`config.mk`:
```
export PLATFORM = sky130hd
export DESIGN_NAME = multi_rate_ticker
export DESIGN_NICKNAME = d
export VERILOG_FILES = /design/src/rtl/multi_rate_ticker.sv
export SDC_FILE = /design/constraint.sdc
export NUM_CORES = 1
export LEC_CHECK = 0
export CORE_MARGIN = 2
export CORE_UTILIZATION = 55
export CTS_CLUSTER_SIZE = 28
export DETAILED_ROUTE_END_ITERATION = 10
export PLACE_DENSITY = 0.69
export SKIP_CTS_REPAIR_TIMING = 1
export SLEW_MARGIN = 20
export SYNTH_ARGS = -nofsm -noshare
export SYNTH_HDL_FRONTEND = slang
export SYNTH_SLANG_ARGS = --single-unit
```
`constraint.sdc`:
```
create_clock -name clk -period 21.6 [get_ports clk]
set_input_delay 3.24 -clock clk [delete_from_list [all_inputs] [get_ports clk]]
set_output_delay 3.24 -clock clk [all_outputs]
set_load 0.05 [all_outputs]
```
`src/rtl/multi_rate_ticker.sv`:
```
// multi_rate_ticker
//   Multi-channel tick / clock-enable generator. Every channel has its own
//   runtime divide value D and mode. A running channel emits a one-cycle
//   tick every D+1 clk cycles and toggles a square-wave level on each tick,
//   so downstream timers run in the clk domain with no derived clocks.
//   A global pause freezes every channel while preserving phase.
//
//   Mode table (per channel)
//     mode          | meaning
//     MODE_STOP     | counter held at 0, no ticks, level holds, busy low
//     MODE_PERIODIC | tick every D+1 cycles, level toggles on each tick
//     MODE_ONESHOT  | first terminal count ticks once, then drops to stop
//     MODE_SQUARE   | same port behaviour as periodic (reset default)
//
//   Ports
//     clk       in              system clock
//     reset     in              asynchronous, active-high reset
//     pause     in              global freeze, tick forced low while high
//     cfg_we    in              config write strobe
//     cfg_ch    in  [CH_W]      channel addressed by cfg_we
//     cfg_div   in  [CNT_W]     new divide value D
//     cfg_mode  in  [2]         new mode
//     sync_clr  in  [NUM_CH]    per-channel phase restart (div/mode kept)
//     tick      out [NUM_CH]    one-cycle pulse per terminal count
//     level     out [NUM_CH]    square output, toggles on each tick
//     busy      out [NUM_CH]    channel mode is not stop
module multi_rate_ticker #(
  parameter int               NUM_CH      = 4,
  parameter int               CNT_W       = 32,
  parameter logic [CNT_W-1:0] DEFAULT_DIV = CNT_W'(9990000),
  parameter logic [1:0]       RESET_MODE  = 2'd3,
  localparam int              CH_W        = (NUM_CH > 1) ? $clog2(NUM_CH) : 1
) (
  input  logic              clk,
  input  logic              reset,
  input  logic              pause,
  input  logic              cfg_we,
  input  logic [CH_W-1:0]   cfg_ch,
  input  logic [CNT_W-1:0]  cfg_div,
  input  logic [1:0]        cfg_mode,
  input  logic [NUM_CH-1:0] sync_clr,
  output logic [NUM_CH-1:0] tick,
  output logic [NUM_CH-1:0] level,
  output logic [NUM_CH-1:0] busy
);

  typedef enum logic [1:0] {
    MODE_STOP     = 2'd0,
    MODE_PERIODIC = 2'd1,
    MODE_ONESHOT  = 2'd2,
    MODE_SQUARE   = 2'd3
  } mode_e;

  for (genvar i = 0; i < NUM_CH; i++) begin : g_ch
    mode_e            mode_q;
    logic [CNT_W-1:0] cnt_q;
    logic [CNT_W-1:0] div_q;
    logic             tick_q;
    logic             level_q;
    logic             cfg_hit;

    // Channel indices at or above NUM_CH never match, so such writes are dropped.
    assign cfg_hit = cfg_we && (int'(cfg_ch) == i);

    always_ff @(posedge clk or posedge reset) begin
      if (reset) begin
        mode_q  <= mode_e'(RESET_MODE);
        cnt_q   <= '0;
        div_q   <= DEFAULT_DIV;
        tick_q  <= 1'b0;
        level_q <= 1'b0;
      end else if (cfg_hit) begin
        mode_q  <= mode_e'(cfg_mode);
        div_q   <= cfg_div;
        cnt_q   <= '0;
        tick_q  <= 1'b0;
        level_q <= 1'b0;
      end else if (sync_clr[i]) begin
        cnt_q   <= '0;
        tick_q  <= 1'b0;
        level_q <= 1'b0;
      end else if (pause) begin
        // Counter frozen so the phase resumes exactly on release.
        tick_q  <= 1'b0;
      end else begin
        case (mode_q)
          MODE_STOP: begin
            cnt_q  <= '0;
            tick_q <= 1'b0;
          end
          MODE_PERIODIC, MODE_SQUARE, MODE_ONESHOT: begin
            if (cnt_q == div_q) begin
              cnt_q   <= '0;
              tick_q  <= 1'b1;
              level_q <= ~level_q;
              // One-shot retires on the same edge that raises its only tick.
              if (mode_q == MODE_ONESHOT) mode_q <= MODE_STOP;
            end else begin
              cnt_q  <= cnt_q + 1'b1;
              tick_q <= 1'b0;
            end
          end
          default: begin
            cnt_q  <= '0;
            tick_q <= 1'b0;
          end
        endcase
      end
    end

    assign tick[i]  = tick_q;
    assign level[i] = level_q;
    assign busy[i]  = (mode_q != MODE_STOP);
  end

endmodule
```
[After elaboration in Yosys (flattened, before gate mapping)]
Index checks and enable logic that the tools add are counted.
Word-level totals
  flip-flop bits (word level): 272
  input bits: 44
  logic and storage cells: 188
Cells by class
  add/sub/neg operators: 4
  equal/unequal tests: 31
  muxes and demuxes: 84
  bitwise operators: 4
  reductions and logical operators: 45
Operators with widths (number)
  32-bit two-way mux: 16
  32-bit case mux with 2 select lines: 4
  32-bit by 1-bit adder with 32-bit output (second input constant): 4
  32-bit equality test: 4
  2-bit two-way mux: 24
  1-bit two-way mux: 36
  2-bit nonzero test: 16
  3-bit nonzero test: 8
  2-bit equality test (second input constant): 10
  5-bit AND reduction: 4
  2-bit by 1-bit inequality test with 1-bit output (second input constant): 8
  3-bit by 1-bit inequality test with 1-bit output (second input constant): 4
  3-bit AND reduction: 4
  3-bit OR reduction: 4
  2-bit by 1-bit equality test with 1-bit output (second input constant): 5
  2-bit logical NOT: 5
  1-bit case mux with 2 select lines: 4
  1-bit logical AND: 4
  1-bit NOT: 4

[Longest topological paths before layout]
  depth in word-level cells: 7
  gate-level depth with buffers: 9
  gate-level depth less buffers: 7

[Least setup slack after synthesis]
Ideal clock, no wire load.
  path type: input port to flip-flop
  start: input cfg_ch[0]
  end: register g_ch[2].cnt_q[28]
  library setup time: 0.069 ns
  arrival time: 4.827 ns
  data required time: 21.531 ns
  setup slack: 16.705 ns
  stages on the path: 9
  path through: buf_2 -> and3b_1 -> buf_2 -> nor3_4 -> nand2_2 -> a21o_1 -> buf_2 -> or3_1 -> nand3_1
Between the ends
  longest elaborated chain between the ends: 3
  elaborated cells on any way between the ends: 4
  classes of those cells: eq/ne: 2; mux: 1; reduce/logical: 1
RTL lines
  start: declaration: line 38  | input logic [CH_W-1:0] cfg_ch,
  2-bit equality test *: line 63  | assign cfg_hit = cfg_we && (int'(cfg_ch) == i);
  1-bit logical AND *: line 63
  3-bit by 1-bit inequality test with 1-bit output (no source line) or 32-bit two-way mux (tied branches)
  end signal: assignment: line 99  | cnt_q <= cnt_q + 1'b1;
  end: declaration: line 56  | logic [CNT_W-1:0] cnt_q;
Mark *: on every way between the ends. The rest lies on a longest branch, timed or not.
A chain may end at the register's enable or synchronous reset.

[Worst setup path after layout]
  start: input cfg_ch[0]
  end: register g_ch[2].cnt_q[21]
Same word-level chain as after synthesis.

==> run metrics <==
Setup CP Type input port to flip-flop; Crit path required time 22070 ps; post-route antenna net violation count 0; relative slew slack 30.0%; Worst R2R Start g_ch[2].mode_q[0]; largest net degree at the start of global routing 146; initial antenna violation count 0; first-pass GRT wire length 58500 µm; wirelength, routed 36900 µm; reg2reg path depth 6; fmax 163 MHz; Worst R2R End g_ch[2].cnt_q[21]; dpl hpwl 25200 µm; Hold Path End g_ch[1].div_q[19]; syn avg cell area 9.71 µm²; Yosys top cell area share 38.2%; clock tree buffer depth 3; Clock Tree Root clkbuf_16; CP Capture Type flip-flop; die area 0.0271 mm²; ys flop type dfrtp_1; Worst-Margin Slew 1040 ps; area leader, netlist dfrtp_1; Mapped Cells 1459; worst min path class flip-flop to flip-flop; Rows 58; Worst EP arrival 6600 ps; Final Hold Viols 0; Sink Count 272; Critical Path Start Type input port; via count 10900; CTS tree done; TritonRoute pass-1 iters 5; clk slew on worst S/H paths 60 ps; Max Cap Viol 0; final slew viol count 0; synth cell count leaders nand2_1 (276), dfrtp_1 (216), xnor2_1 (152); area delta synth->final 12.3%; fin util 63.0%; I/O Pins 56; total grt overflow 0; sequential fraction of the synthesis area 48.5%; period utilization 28.4%; post-route DRC violation count 0; setup TNS 0 ps; largest fanout on the critical path 36; all-layer global routing usage 28.0%; buffers added on ports 55; Max H-tree Level 1; flop and latch count out of synthesis 272; Placer Congestion 0.897; CTS Buf Count 30; n_diodes 0; WHS Path Cells 2; status completed; VDD IR-drop max 0.0555 mV; min Tclk post-route 6120 ps; fill cell count 2156; core footprint 0.0253 mm²; ys async rst share 100%; Yosys warnings 0; hold path start g_ch[1].div_q[19]; Yosys cell types 67; final net count 1528; EDFF count, synth 0; Pleak 6.33 nW; Starting Density 56.1%; Syn Std Cell Area 0.0142 mm²; Die H 164 µm; 1st-iter DRT viols 1174; Final Skew 14.9 ps; dominant cells by area after synthesis dfrtp_1 (38%), dfstp_2 (10%), xnor2_1 (9.4%); vias in the first global route 10300; final setup vio count 0; wire per inst 20.2 µm; DIE WIDTH 164 µm; vias per std cell 5.92; count leader, synth nand2_1; RSZ-0062 raised after global routing no; layout cell share with drive strength beyond 1 14.1%; R2R Setup Slk 18710 ps; Cell Pwr Density 81.1 mW/mm²; Skew-Pair Late Insertion Delay 570 ps; net count after synthesis 1507
-- kinds of logic (layout without fill, tap and decap cells) --
logic type / after synthesis / after routing / synth area share [%]
AND/OR/NAND/NOR: 647 / 647 / 22.7
flip-flops: 272 / 272 / 48.5
XOR/XNOR: 185 / 185 / 11.4
AO/OA/AOI/OAI: 150 / 150 / 7.07
buffers and inverters: 122 / 165 / 3.75
multiplexers: 79 / 79 / 6.16
adder cells (fa/ha/maj): 4 / 4 / 0.353
-- how the worst max path moves through the flow --
stage,start,end,slack (ps),depth (start not counted)
after floorplan,reset,g_ch[0].cnt_q[0],10960,1
after global placement,cfg_ch[0],g_ch[2].cnt_q[21],15060,8
after detailed placement,cfg_ch[0],g_ch[2].cnt_q[21],14930,8
after CTS,cfg_ch[0],g_ch[2].cnt_q[21],15520,8
after global routing,cfg_ch[0],g_ch[2].cnt_q[21],15280,8
final,cfg_ch[0],g_ch[2].cnt_q[21],15480,8
-- report_power, final --
group	leakage (nW)	internal [W]	switching, W
Clock	0.498	0.000302	0.000211
Combinational	2.38	0.0000769	0.0000937
Sequential	3.46	0.000569	0.0000371
Total	6.33	0.000948	0.000342
-- metrics by stage --
stage          power [W]  worst slack [ps]  hold WS [ps]  area (µm²)  instances
5_1_grt          0.00134             15280           484       15900       1832
6_report         0.00129             15480           466       15900       1832
4_1_cts          0.00130             15520           470       15900       1831
3_3_place_gp    0.000778             15060           453       14900       1777
3_5_place_dp    0.000782             14930           456       14900       1777
2_1_floorplan   0.000726             10960           446       14200       1459
-- state kept, by name, indices dropped and copies added (netlist names) --
signal        cells
g_ch.cnt_q      128
g_ch.div_q      128
g_ch.level_q      4
g_ch.mode_q       8
g_ch.tick_q       4
-- worst max-delay path, stage by stage --
cell	delay, ps
clkdlybuf4s50_1	600
and3b_1	210
buf_4	250
nor3_4	850
nand2_2	200
a21o_1	520
or4_1	610
o21ai_0	100
-- layout make-up --
class	count	area (µm²)	share of cell area (%)
inverters	43	169	1.06
multi-input cells	1065	6780	42.6
repair buffers	68	668	4.20
well taps	330	413	2.60
flip-flops and latches	272	6880	43.2
clock buffers	46	911	5.73
clock inverters	8	93.8	0.590
-- cell usage in the layout, fill, tap and decap left out, types with 13 or more instances in the layout --
cell type and n:
nand2_1 276, dfrtp_1 216, xnor2_1 152, nand4_1 81, nor2_1 78, nand3_1 71
mux2_2 66, dfstp_2 56, clkdlybuf4s50_1 55, inv_1 42, o21ai_0 39, xor2_1 33
and3_1 30, clkbuf_16 30, a21oi_1 22, a31oi_1 20, or3_1 17, and4_1 17
nor4_1 15, o31ai_1 15, nor3_1 13, mux2i_1 13
-- metal layers --
metal / share of wire (%) / vias up / wire [µm] / GRT usage, %
met5: 0 / - / 0 / 0
met4: 2.3 / 0 / 844 / 6.28
met3: 6.3 / 59 / 2340 / 3.92
met2: 46 / 335 / 17000 / 44.3
met1: 45 / 5373 / 16700 / 41.2
li1: - / 5083 / - / -
(Power assumes the default switching activity.)
